===== config.mk =====
export PLATFORM = sky130hd
export DESIGN_NAME = fetch_unit
export DESIGN_NICKNAME = d
export VERILOG_FILES = /design/src/rtl/fetch_pkg.sv /design/src/rtl/fetch_queue.sv /design/src/rtl/fetch_queue_chk.sv /design/src/rtl/fetch_unit.sv
export SDC_FILE = /design/constraint.sdc
export NUM_CORES = 1
export LEC_CHECK = 0
export BUFFER_PORTS_ARGS = -buffer_cell sky130_fd_sc_hd__buf_2
export CAP_MARGIN = 20
export CORE_MARGIN = 5
export CORE_UTILIZATION = 48
export CTS_BUF_LIST = sky130_fd_sc_hd__clkbuf_8
export DETAILED_ROUTE_END_ITERATION = 16
export GPL_TIMING_DRIVEN = 0
export PLACE_DENSITY = 0.77
export SKIP_LAST_GASP = 1
export SYNTH_ARGS = -nofsm -noshare
export SYNTH_HDL_FRONTEND = slang
export SYNTH_HIERARCHICAL = 1
export SYNTH_SLANG_ARGS = --single-unit

===== constraint.sdc =====
create_clock -name clock -period 6 [get_ports clock]
set_input_delay 1.2 -clock clock [delete_from_list [all_inputs] [get_ports clock]]
set_output_delay 1.2 -clock clock [all_outputs]
set_load 0.05 [all_outputs]

===== src/rtl/fetch_pkg.sv =====
// -----------------------------------------------------------------------------
// fetch_pkg
// Shared types and constants for the instruction-fetch stage.
//   INSTR_W / PC_W : instruction word and program-counter widths
//   PC_INC         : byte increment between sequential fetches
//   fetch_entry_t  : one prefetch-queue entry {instr, pc}
//   align_pc()     : forces a byte address onto a word boundary
// -----------------------------------------------------------------------------
package fetch_pkg;

   localparam int INSTR_W = 32;
   localparam int PC_W    = 32;

   localparam logic [PC_W-1:0] PC_INC = 32'd4;

   typedef struct packed {
      logic [INSTR_W-1:0] instr;
      logic [PC_W-1:0]    pc;
   } fetch_entry_t;

   localparam int ENTRY_W = INSTR_W + PC_W;

   // Redirect targets may carry byte-offset bits; fetch only whole words.
   function automatic logic [PC_W-1:0] align_pc(input logic [PC_W-1:0] pc);
      return {pc[PC_W-1:2], 2'b00};
   endfunction

endpackage


===== src/rtl/fetch_queue.sv =====
// -----------------------------------------------------------------------------
// fetch_queue
// DEPTH-entry FIFO of {instr, pc} entries with a registered head.
// Entry 0 is always the head; a pop shifts the remaining entries down.
// When the queue drains, the head register keeps its last contents so the
// outputs downstream hold their value while invalid.
//   clock, Reset   : clock and asynchronous active-high reset
//   push_i         : write push_entry_i behind the current tail
//   push_entry_i   : entry to write
//   pop_i          : consume the head (ignored when empty)
//   flush_i        : empty the queue; wins over a simultaneous push
//   count_o        : occupancy
//   head_o         : head entry (registered)
// -----------------------------------------------------------------------------
module fetch_queue
   import fetch_pkg::*;
#(
   parameter  int DEPTH = 2,
   localparam int CNT_W = $clog2(DEPTH + 1)
) (
   input  logic             clock,
   input  logic             Reset,
   input  logic             push_i,
   input  fetch_entry_t     push_entry_i,
   input  logic             pop_i,
   input  logic             flush_i,
   output logic [CNT_W-1:0] count_o,
   output fetch_entry_t     head_o
);

   fetch_entry_t     ent_q [DEPTH];
   fetch_entry_t     ent_d [DEPTH];
   logic [CNT_W-1:0] count_q;
   logic [CNT_W-1:0] count_d;
   logic             do_pop_s;
   logic [CNT_W-1:0] base_s;

   // Next-state for entries and occupancy.
   always_comb begin
      do_pop_s = pop_i && (count_q != '0);
      // Slot the pushed entry lands in, after any pop has shifted the queue.
      base_s   = count_q - CNT_W'(do_pop_s);
      count_d  = count_q;
      for (int i = 0; i < DEPTH; i++) begin
         ent_d[i] = ent_q[i];
      end
      if (flush_i) begin
         // A same-cycle pop has already been honoured by the consumer; no
         // shift so the head keeps showing the consumed entry.
         count_d = '0;
      end else begin
         // A pop of the last entry leaves the head register untouched.
         if (do_pop_s && (count_q > CNT_W'(1))) begin
            for (int i = 0; i < DEPTH - 1; i++) begin
               ent_d[i] = ent_q[i + 1];
            end
         end else begin
            count_d = count_q;
         end
         for (int i = 0; i < DEPTH; i++) begin
            ent_d[i] = (push_i && (base_s == CNT_W'(i))) ? push_entry_i : ent_d[i];
         end
         count_d = count_q - CNT_W'(do_pop_s) + CNT_W'(push_i);
      end
   end

   // Entry and occupancy registers.
   always_ff @(posedge clock or posedge Reset) begin
      if (Reset) begin
         for (int i = 0; i < DEPTH; i++) begin
            ent_q[i] <= '0;
         end
         count_q <= '0;
      end else begin
         for (int i = 0; i < DEPTH; i++) begin
            ent_q[i] <= ent_d[i];
         end
         count_q <= count_d;
      end
   end

   assign count_o = count_q;
   assign head_o  = ent_q[0];

   fetch_queue_chk #(
      .DEPTH (DEPTH),
      .CNT_W (CNT_W)
   ) u_chk (
      .clock   (clock),
      .Reset   (Reset),
      .push_i  (push_i),
      .pop_i   (do_pop_s),
      .flush_i (flush_i),
      .count_i (count_q)
   );

endmodule


===== src/rtl/fetch_queue_chk.sv =====
// -----------------------------------------------------------------------------
// fetch_queue_chk
// Property checker bound into fetch_queue. Flags a push into a full queue
// that is not accompanied by a pop (or cancelled by a flush).
//   clock, Reset      : clock and asynchronous active-high reset
//   push_i/pop_i      : queue push / pop strobes
//   flush_i           : queue flush (overrides push)
//   count_i           : current occupancy
// -----------------------------------------------------------------------------
module fetch_queue_chk #(
   parameter int DEPTH = 2,
   parameter int CNT_W = 2
) (
   input logic             clock,
   input logic             Reset,
   input logic             push_i,
   input logic             pop_i,
   input logic             flush_i,
   input logic [CNT_W-1:0] count_i
);

   // Overflow would silently drop an instruction.
   a_no_overflow : assert property (
      @(posedge clock) disable iff (Reset)
      !(push_i && !pop_i && !flush_i && (count_i == CNT_W'(DEPTH)))
   );

endmodule


===== src/rtl/fetch_unit.sv =====
// -----------------------------------------------------------------------------
// fetch_unit
// Instruction-fetch stage: owns the fetch PC, issues word reads to a
// synchronous 1-cycle-latency instruction memory, buffers returned words in
// a prefetch queue and presents them over a valid/ready handshake. Redirects
// flush the queue and kill the outstanding response.
//   clock          : rising-edge clock
//   Reset          : asynchronous active-high reset
//   imem_req       : read request this cycle
//   imem_addr      : word address (fetch_pc[ADDR_W+1:2])
//   imem_rdata     : read data, valid the cycle after imem_req
//   redirect_valid : taken branch/jump; flush and refetch
//   redirect_pc    : new PC (bits [1:0] ignored)
//   out_valid      : out_instr/out_pc hold a valid instruction
//   out_ready      : consumer accepts the head entry
//   out_instr      : instruction word
//   out_pc         : byte address of out_instr
// -----------------------------------------------------------------------------
module fetch_unit
   import fetch_pkg::*;
#(
   parameter int              ADDR_W   = 8,
   parameter int              DEPTH    = 2,
   parameter logic [PC_W-1:0] RESET_PC = 32'h0000_0000
) (
   input  logic               clock,
   input  logic               Reset,
   output logic               imem_req,
   output logic [ADDR_W-1:0]  imem_addr,
   input  logic [INSTR_W-1:0] imem_rdata,
   input  logic               redirect_valid,
   input  logic [PC_W-1:0]    redirect_pc,
   output logic               out_valid,
   input  logic               out_ready,
   output logic [INSTR_W-1:0] out_instr,
   output logic [PC_W-1:0]    out_pc
);

   localparam int CNT_W = $clog2(DEPTH + 1);

   logic [PC_W-1:0]  fetch_pc_q;
   logic [PC_W-1:0]  fetch_pc_d;
   logic             inflight_q;
   logic             inflight_d;
   logic [PC_W-1:0]  req_pc_q;
   logic [PC_W-1:0]  req_pc_d;

   logic [CNT_W-1:0] count_s;
   logic [CNT_W:0]   credit_s;
   logic             pop_s;
   logic             push_s;
   logic [PC_W+1:0]  pc_ext_s;
   fetch_entry_t     push_entry_s;
   fetch_entry_t     head_s;
   logic             unused_ok_s;

   // Widened PC so ADDR_W up to 32 can be sliced out of bits [ADDR_W+1:2].
   assign pc_ext_s  = {2'b00, fetch_pc_q};
   assign imem_addr = pc_ext_s[ADDR_W+1:2];

   assign out_valid = (count_s != '0);
   assign out_instr = head_s.instr;
   assign out_pc    = head_s.pc;

   // Handshake, credit and request logic.
   always_comb begin
      pop_s    = out_valid && out_ready;
      // Slots already claimed after this cycle: stored + outstanding - leaving.
      credit_s = {1'b0, count_s} + (CNT_W + 1)'(inflight_q) - (CNT_W + 1)'(pop_s);
      if (Reset || redirect_valid) begin
         imem_req = 1'b0;
      end else begin
         imem_req = (credit_s < (CNT_W + 1)'(DEPTH));
      end
      // A redirect kills the response arriving this cycle.
      push_s             = inflight_q && !redirect_valid;
      push_entry_s.instr = imem_rdata;
      push_entry_s.pc    = req_pc_q;
   end

   // Next fetch PC and in-flight tracking.
   always_comb begin
      fetch_pc_d = fetch_pc_q;
      req_pc_d   = req_pc_q;
      inflight_d = imem_req;
      if (redirect_valid) begin
         fetch_pc_d = align_pc(redirect_pc);
      end else if (imem_req) begin
         fetch_pc_d = fetch_pc_q + PC_INC;
         req_pc_d   = fetch_pc_q;
      end else begin
         fetch_pc_d = fetch_pc_q;
      end
   end

   // PC and in-flight registers.
   always_ff @(posedge clock or posedge Reset) begin
      if (Reset) begin
         fetch_pc_q <= RESET_PC;
         inflight_q <= 1'b0;
         req_pc_q   <= '0;
      end else begin
         fetch_pc_q <= fetch_pc_d;
         inflight_q <= inflight_d;
         req_pc_q   <= req_pc_d;
      end
   end

   fetch_queue #(
      .DEPTH (DEPTH)
   ) u_queue (
      .clock        (clock),
      .Reset        (Reset),
      .push_i       (push_s),
      .push_entry_i (push_entry_s),
      .pop_i        (pop_s),
      .flush_i      (redirect_valid),
      .count_o      (count_s),
      .head_o       (head_s)
   );

   assign unused_ok_s = ^{redirect_pc[1:0], pc_ext_s};

endmodule


=== Word level (Yosys, flattened, before mapping) ===
Cells that the tools add are included.

* Bits in registers: 195
* Input port bits: 68

* Bitwise logic cells: 1
* Equal/unequal tests: 1
* $lt $le $gt $ge: 2
* Add/sub/neg operators: 5
* Multiplexer cells: 6
* Reduce and logical (&&, ||, !) cells: 15

{| class="wikitable"
|+ Operators with widths
! cell !! count
|-
| 64-bit two-way mux || 2
|-
| 32-bit two-way mux || 2
|-
| 32-bit by 3-bit adder with 32-bit output (second input constant) || 1
|-
| 1-bit logical AND || 6
|-
| 2-bit AND reduction || 3
|-
| 2-bit nonzero test || 3
|-
| 2-bit by 1-bit adder with 3-bit output || 1
|-
| 3-bit by 2-bit < comparator with 1-bit output (second input constant) || 1
|-
| 3-bit by 1-bit subtractor with 3-bit output || 1
|-
| 2-bit by 1-bit adder with 2-bit output || 1
|-
| 2-bit by 1-bit equality test with 1-bit output (second input constant) || 1
|-
| 2-bit by 1-bit greater-than comparator with 1-bit output (second input constant) || 1
|-
| 2-bit zero test || 1
|-
| 2-bit two-way mux || 1
|-
| 2-bit by 1-bit subtractor with 2-bit output || 1
|-
| 1-bit zero test || 1
|-
| 1-bit logical OR || 1
|-
| 1-bit two-way mux || 1
|-
| 1-bit NOT || 1
|}

=== Depth between registers and ports, before layout ===
Gate-level depths: netlist (run 1).

* Depth in word-level cells: 8
* Depth in mapped cells: 13

=== Cells and area by module ===
The synthesis (run 1) kept the hierarchy.

{| class="wikitable"
|+ Modules (own cells, without submodules)
! module !! cells each !! area each (µm²) !! seq. area each (µm²) !! times used
|-
| fetch_queue || 462 || 6119.6 || 3253.1 || 1
|-
| fetch_unit || 357 || 3145.5 || 1526.5 || 1
|}

=== Least setup slack after synthesis (run 1) ===
Ideal clock, no wire load.

* Path kind: in2out
* Start point: input out_ready
* End point: output imem_req
* Required time: 4.800 ns
* Arrival: 3.333 ns
* Path slack: 1.467 ns
* Stages on the path: 8
* Path through: and2_1 -> ha_1 -> nor2b_1 -> fa_1 -> or4_4 -> inv_2 -> buf_2 -> buf_2

* Longest elaborated chain between the ends: 4

{| class="wikitable"
|+ RTL lines
! element !! RTL line !! RTL
|-
| from (decl) || fetch_unit.sv:34 || <nowiki>input logic out_ready,</nowiki>
|-
| 1-bit logical AND || fetch_unit.sv:67 || <nowiki>pop_s = out_valid && out_ready;</nowiki>
|-
| 3-bit by 1-bit subtractor with 3-bit output || fetch_unit.sv:69 || <nowiki>credit_s = {1'b0, count_s} + (CNT_W + 1)'(inflight_q) - (CNT_W + 1)'(pop_s);</nowiki>
|-
| 3-bit by 2-bit < comparator with 1-bit output || fetch_unit.sv:73 || <nowiki>imem_req = (credit_s < (CNT_W + 1)'(DEPTH));</nowiki>
|-
| 1-bit two-way mux || fetch_unit.sv:70 || <nowiki>if (Reset || redirect_valid) begin</nowiki>
|-
| to (decl) || fetch_unit.sv:28 || <nowiki>output logic imem_req,</nowiki>
|}

No other way between the ends.

=== Worst setup path after layout (run 1) ===
* Start point: input out_ready
* End point: output imem_req

* Longest elaborated chain between the ends: 4

{| class="wikitable"
|+ RTL lines
! element !! RTL line !! RTL
|-
| 1-bit logical AND || fetch_unit.sv:67 ||
|-
| named net pop_s || fetch_unit.sv:50 || <nowiki>logic pop_s;</nowiki>
|-
| 3-bit by 1-bit subtractor with 3-bit output || fetch_unit.sv:69 ||
|-
| 3-bit by 2-bit < comparator with 1-bit output || fetch_unit.sv:73 ||
|-
| 1-bit two-way mux || fetch_unit.sv:70 ||
|}

The timed path passes the listed nets, and every way through them passes these cells.

==> results of run 1 <==
==> final timing paths <==
| path | to | from |
|---|---|---|
| setup / recovery | imem_req | out_ready |
| hold / removal | req_pc_q[31] | fetch_pc_q[31] |
| setup reg to reg | fetch_pc_q[6] | u_queue/count_o[1] |
| hold reg to reg | req_pc_q[31] | fetch_pc_q[31] |
| max in group asynchronous | u_queue/ent_q[1] | Reset |
| min in group asynchronous | req_pc_q[19] | Reset |
==> cell families after synthesis <==
kind of cell,after synthesis
flip-flops,191
multiplexers,66
other,1
adder cells (fa/ha/maj),5
buffers and inverters,163
AO/OA/AOI/OAI,184
AND/OR/NAND/NOR,205
XOR/XNOR,4
==> Yosys cell counts (8+ instances only) <==
master       n  area share
buf_4       73       0.059
inv_1       35       0.014
nand2_1    114       0.046
a21oi_1     31       0.017
o211ai_1     9      0.0073
a221o_1      8      0.0086
a22oi_1     43       0.035
o32ai_1     24       0.023
mux2_4      60       0.097
nor2_1      12      0.0049
o21ai_0     16      0.0086
nand3b_1     8      0.0065
buf_2       14      0.0076
nand4_1     10      0.0068
clkbuf_1    27       0.011
o2bb2ai_1   40       0.038
nand3_1     18      0.0097
dfrtp_1    191        0.52
==> through the flow <==
stage	hold slack, ns	power [mW]
6_report	0.488	4.55
5_1_grt	0.518	4.79
4_1_cts	0.497	4.58
3_5_place_dp	0.475	3.65
3_3_place_gp	0.472	3.61
2_1_floorplan	0.444	3.28
==> sequential cells by signal (all words and copies together), names as in the netlist <==
register and flops:
u_queue/ent_q 64, fetch_pc_q 30, u_queue/head_o 64, inflight_q 1, u_queue/count_o 2, req_pc_q 30
==> cells in the final DEF (no fill, tap or decap), drive strengths merged, types with 2 or more instances in the layout <==
cell     synthesis  layout
nand4           11      11
nor3b            6       6
nand2b           2       2
or4              6       6
buf            100     241
nand2          115     115
nand3b           8       8
a22oi           43      43
o21ai           16      16
nor2            12      12
nor4             3       3
ha               4       4
o2bb2ai         40      40
and2             6       6
nor3             6       6
o211ai           9       9
inv             36      40
o32ai           24      24
dfrtp          191     191
mux2i            2       2
nor2b            5       5
mux2            64      64
o311ai           3       3
o21bai           4       4
clkinv           0       5
a221o            8       8
nand3           19      19
xnor2            3       3
o21a             2       2
clkbuf          27      46
bufinv           0       3
a21oi           31      31
conb             1       4
==> critical path, cell delays in order <==
cell and delay [ns]:
buf_2 0.09, and2_1 0.17, ha_1 0.29, nor2b_1 0.14, fa_1 0.43, or4_4 0.55
inv_2 0.19, buf_2 0.28, buf_2 0.31, buf_2 0.32
==> power by group through the flow <==
stage / Combinational (mW) / Sequential, mW / Clock, mW
6_report: 1.75 / 1.88 / 0.927
5_1_grt: 1.86 / 1.92 / 1.00
4_1_cts: 1.76 / 1.88 / 0.944
3_5_place_dp: 1.75 / 1.90 / 0
3_3_place_gp: 1.73 / 1.88 / 0
2_1_floorplan: 1.45 / 1.83 / 0
==> final cells by class <==
class,count,share of cell area
Tap cell,260,0.0302
Clock inverter,13,0.0165
Inverter,36,0.0130
Timing Repair Buffer,141,0.0689
Clock buffer,19,0.0242
Multi-Input combinational cell,468,0.323
Sequential cell,191,0.443
Buffer,127,0.0816
==> routing by layer <==
| layer | up-vias | wire [µm] |
|---|---|---|
| met5 | - | 0 |
| met4 | 0 | 424 |
| met3 | 34 | 1500 |
| met2 | 225 | 10400 |
| met1 | 3367 | 9860 |
| li1 | 3181 | - |
==> impl_metrics.tcl, run 1 <==
set metrics [dict create \
    cts_buffer_depth 2 \
    clock_latency_ns 0.46 \
    antenna_cells 0 \
    final-seq-area_um2 4780 \
    io_buffers 139 \
    rows 50 \
    antenna_found_initial 0 \
    slew_headroom 0.582 \
    cts_resized 0 \
    initial_core_util 0.492 \
    rsz0062_at_grt "false" \
    final_cells 1255 \
    path_max_fanout 11 \
    synthMuxAreaShare 0.104 \
    grt_usage 0.204 \
    grt_max_degree 69 \
    multi_input_area_um2 3480 \
    ir_worst_vdd_mv 0.185 \
    yosys_most_used_dff "dfrtp_1" \
    yosysWarnings 6 \
    cts.sinks 191 \
    seq_power_share 0.413 \
    reg2reg_setup_slack_ns 2.57 \
    fp.coreArea_um2 18800 \
    holdBufCountCts 0 \
    yosysSeqAreaShare 0.516 \
    antenna_left 0 \
    dp_cells 1223 \
    synth-seq-cells 191 \
    post-dp-hpwl_um 15600 \
    stdcell_area_um2 10800 \
    timing.final.crit_period_ns 5.17 \
    path_class "input pin to primary output" \
    synth_top_family_by_area "compound AO/OA/AOI/OAI gates" \
    io_pins 142 \
    r2r_cells 12 \
    yosys.area_share.simple 0.110 \
    drc 0 \
    async_flop_share 1.00 \
    htree_levels 4 \
    worstMarginPinSlew_ns 0.627 \
    grt_remaining_overflow 0 \
    drive_gt1_frac 0.344 \
    cts_tree "yes" \
    die-width_um 149 \
    setup_tns_ns 0 \
    top_usage_layer "met2" \
    syn2layout_area_growth_pct 16.4 \
    end_kind "primary output" \
    crit_arrival_ns 3.97 \
    met2_usage 0.325 \
    drv_slew 0 \
    switchingPower_mw 1.81 \
    grt_first_pass_wirelength_um 36100 \
    clkPwrFrac 0.204 \
    viasPerCell 5.42 \
    power_leakage_nw 5.36 \
    post-place-ws_ns 0.867 \
    synth_edf_count 0 \
    final-setup-viol-count 0 \
    routabilityCongestion 0.888 \
    netlist_instances 819 \
    synth_compound_area_frac 0.148 \
    path_clk_slew_ns 0.11 \
    die-area_um2 22200 \
    hold_viol 0 \
    fmax_mhz 193 \
    power_density_nw_per_um2 422 \
    start_kind "input pin" \
    synth-xor-area-share 0.00378 \
    required_ns 4.80 \
    post_cts_buffers 0 \
    min_path_cells 2 \
    grt_use_met1 0.280 \
    cts_buffers 17 \
    dpl_cell_area_um2 10300 \
    routedWlPerCell_um 17.6 \
    syn_area_per_cell_um2 11.3 \
    clock_skew_ns 0.0176 \
    hold_path_class "register to register" \
    wl_um 22100 \
    setup_ws_ns 0.831 \
    synth_fa_ha_area_frac 0.00756 \
    synth_area_um2 9270 \
    postLayoutCoreUtil 0.573 \
    drtIter0Drc 558 \
    status "finished, final reports clean" \
    max_cap_viol_count 0 \
    synth_cell_types 56 \
    final.fill_count 1590 \
    cts_root_buf "clkbuf_8" \
    final_nets 1055 \
    first_pass_iters 5 \
    vias 6807 \
    p_int_mw 2.74 \
    grt_pass1_vias 6986 \
    dieHeight_um 149 \
    use_met3 0.0431 \
    fin_crit_sh 0.861 \
    combPwrFrac 0.384 \
    switching_share 0.397 \
]
Note: power is estimated with default switching activity, not from simulation.
==> inputs of run 2 (changes only) <==
--- a/config.mk
+++ b/config.mk
@@ -5,6 +5,7 @@
 export SDC_FILE = /design/constraint.sdc
 export NUM_CORES = 1
 export LEC_CHECK = 0
+export ABC_AREA = 1
 export BUFFER_PORTS_ARGS = -buffer_cell sky130_fd_sc_hd__buf_2
 export CAP_MARGIN = 20
 export CORE_MARGIN = 5
==> impl_metrics.tcl, run 2 <==
set metrics [dict create \
    status "finished, final reports clean" \
    reg2reg_setup_slack_ns 3.34 \
    io_buffers 139 \
    yosys_most_used_dff "dfrtp_1" \
    synth_area_leaders "dfrtp_1 47%, nand2_1 22%, buf_4 6.1%" \
    power_density_nw_per_um2 371 \
    min_path_cells 2 \
    start_kind "input pin" \
    synth-xor-area-share 0.00429 \
    synth_top_area_frac 0.468 \
    drc 0 \
    cts_buffers 17 \
    synth_fa_ha_area_frac 0.00687 \
    setup_ws_ns 1.44 \
    synth_cell_types 30 \
    die-area_um2 24300 \
    path_cells "buf_2 > o21a_1 > ha_1 > nor2_1 > fa_1 > nor3_2 > nand2_2 > inv_1 > buf_6 > buf_6 > buf_2" \
    max_cap_viol_count 0 \
    power_leakage_nw 6.57 \
    antenna_left 0 \
    dieHeight_um 156 \
    ir_worst_vdd_mv 0.151 \
    r2r_cells 10 \
    post_cts_buffers 0 \
    cts_buffer_depth 2 \
    vias 9139 \
    final-setup-viol-count 0 \
    synthMuxAreaShare 0 \
    clock_latency_ns 0.46 \
    synth_compound_area_frac 0.0170 \
    grt_max_degree 83 \
    first_pass_iters 6 \
    synth_edf_count 0 \
    antenna_cells 0 \
    grt_first_pass_wirelength_um 41800 \
    path_clk_slew_ns 0.10 \
    cts_tree "yes" \
    yosys.area_share.simple 0.379 \
    min_to "u_queue/ent_q[41]" \
    io_pins 142 \
    path_class "input pin to primary output" \
    path_max_fanout 11 \
    fmax_mhz 219 \
    drive_gt1_frac 0.207 \
    hold_path_class "register to register" \
    postLayoutCoreUtil 0.557 \
    cts_root_buf "clkbuf_8" \
    hold_viol 0 \
    yosysWarnings 6 \
    fin_crit_sh 0.760 \
    synth_top_cell_by_area "dfrtp_1" \
    async_flop_share 1.00 \
    worstMarginPinSlew_ns 0.590 \
    grt_pass1_vias 8592 \
    routedWlPerCell_um 14.0 \
    drv_slew 0 \
    wl_um 25300 \
    synth_area_um2 10200 \
    rsz0062_at_grt "false" \
    cts.sinks 191 \
    synth-seq-cells 191 \
    r2r-start "u_queue/count_o[1]" \
    synth_top_family_by_area "simple AND/OR/NAND/NOR gates" \
    slowest_delay_ns 0.45 \
    cts_resized 0 \
    synth_most_common_cell "nand2_1" \
    syn_area_per_cell_um2 7.56 \
    netlist_instances 1350 \
    drtIter0Drc 678 \
    final_nets 1586 \
    post-dp-hpwl_um 18600 \
    crit_arrival_ns 3.36 \
    yosysSeqAreaShare 0.468 \
    htree_levels 4 \
    timing.final.crit_period_ns 4.56 \
    slew_headroom 0.607 \
    critPathSlowestCell "fa_1" \
    hp-start "u_queue/ent_q[41]" \
    die-width_um 156 \
    rr_endpoint "fetch_pc_q[16]" \
    final.fill_count 2043 \
    clock_skew_ns 0.0120 \
    viasPerCell 5.07 \
    final_common_cell "nand2_1" \
    antenna_found_initial 0 \
    required_ns 4.80 \
    syn2layout_area_growth_pct 14.4 \
    yosys-top-cells-count "610 x nand2_1, 191 x dfrtp_1, 121 x nand3_1, 92 x nor2_1, 83 x buf_4" \
    final_cell_mix "610 x nand2_1, 191 x dfrtp_1, 159 x buf_2" \
    end_kind "primary output" \
    grt_usage 0.210 \
    routabilityCongestion 0.879 \
    rows 53 \
    fp.coreArea_um2 21000 \
    holdBufCountCts 0 \
    initial_core_util 0.487 \
    grt_remaining_overflow 0 \
    post-place-ws_ns 1.47 \
]
==> run 2: changes by cell type in the layout (fill, tap and decap cells not counted), sizes merged, moves of 20 or more <==
cell / previous run / this run
nand2: 115 / 614
nand3: 19 / 122
nor2: 12 / 98
mux2: 64 / 0
nand4: 11 / 70
a22oi: 43 / 0
o2bb2ai: 40 / 0
buf: 241 / 277
a21oi: 31 / 1
o32ai: 24 / 0
inv: 40 / 60
==> run 2: cell families (layout without fill, tap and decap cells) <==
kind of cell               Yosys count  in the layout
adders and majority gates            5              5
AOI/OAI and AO/OA                   28             28
buffers and inverters              202            375
xor gates and xnor gates             5              5
and+or+nand+nor                    918            918
other                                1              4
DFF                                191            191
==> run 2: through the flow <==
step | TNS (ns) | total power, mW | hold WS (ns) | area, µm² | instances
finish | 0 | 4.33 | 0.479 | 11700 | 1801
global route | 0 | 4.60 | 0.493 | 11700 | 1801
CTS | 0 | 4.36 | 0.483 | 11700 | 1801
detailed placement | 0 | 3.57 | 0.459 | 11300 | 1769
global placement | -31.36 | 3.52 | 0.453 | 11300 | 1767
floorplan | 0 | 3.17 | 0.442 | 10200 | 1353
==> run 2: power by group <==
part           switching [mW]  leakage (nW)  internal (mW)  total, mW
combinational            1.08          3.92          0.558       1.64
clock                   0.491         0.177          0.301      0.792
sequential              0.263          2.48           1.64       1.90
==> run 2: how the worst max path moves through the flow <==
stage | start | endpoint | slack, ns | depth (start not counted)
global placement | Reset | u_queue/head_o[53] | -0.25 | 2
global route | out_ready | imem_req | 1.31 | 11
CTS | out_ready | imem_req | 1.45 | 11
finish | out_ready | imem_req | 1.44 | 11
floorplan | Reset | u_queue/count_o[0] | 1.33 | 1
detailed placement | out_ready | imem_req | 1.47 | 11
==> run 2: layout make-up <==
type / count / area (µm²) / share of cell area
flip-flops and latches: 191 / 4780 / 0.410
multi-input cells: 960 / 4170 / 0.357
plain buffers: 149 / 1070 / 0.0916
repair buffers: 141 / 743 / 0.0637
well taps: 275 / 344 / 0.0295
clock buffers: 17 / 234 / 0.0200
inverters: 53 / 204 / 0.0175
clock inverters: 15 / 129 / 0.0110
==> run 2: per-layer routing <==
metal	vias up	global-route usage	part of all wire
met3	26	0.0336	0.071
met4	0	0.0550	0.015
met5	-	0	0
met2	347	0.339	0.47
li1	4549	-	-
met1	4217	0.299	0.45
==> run 2: worst max-delay path: cells and delay by family <==
family                   cells  cell delay (ns)
AO/OA/AOI/OAI                1             0.19
adder cells (fa/ha/maj)      2             0.69
buffers and inverters        5             0.82
AND/OR/NAND/NOR              3             0.44
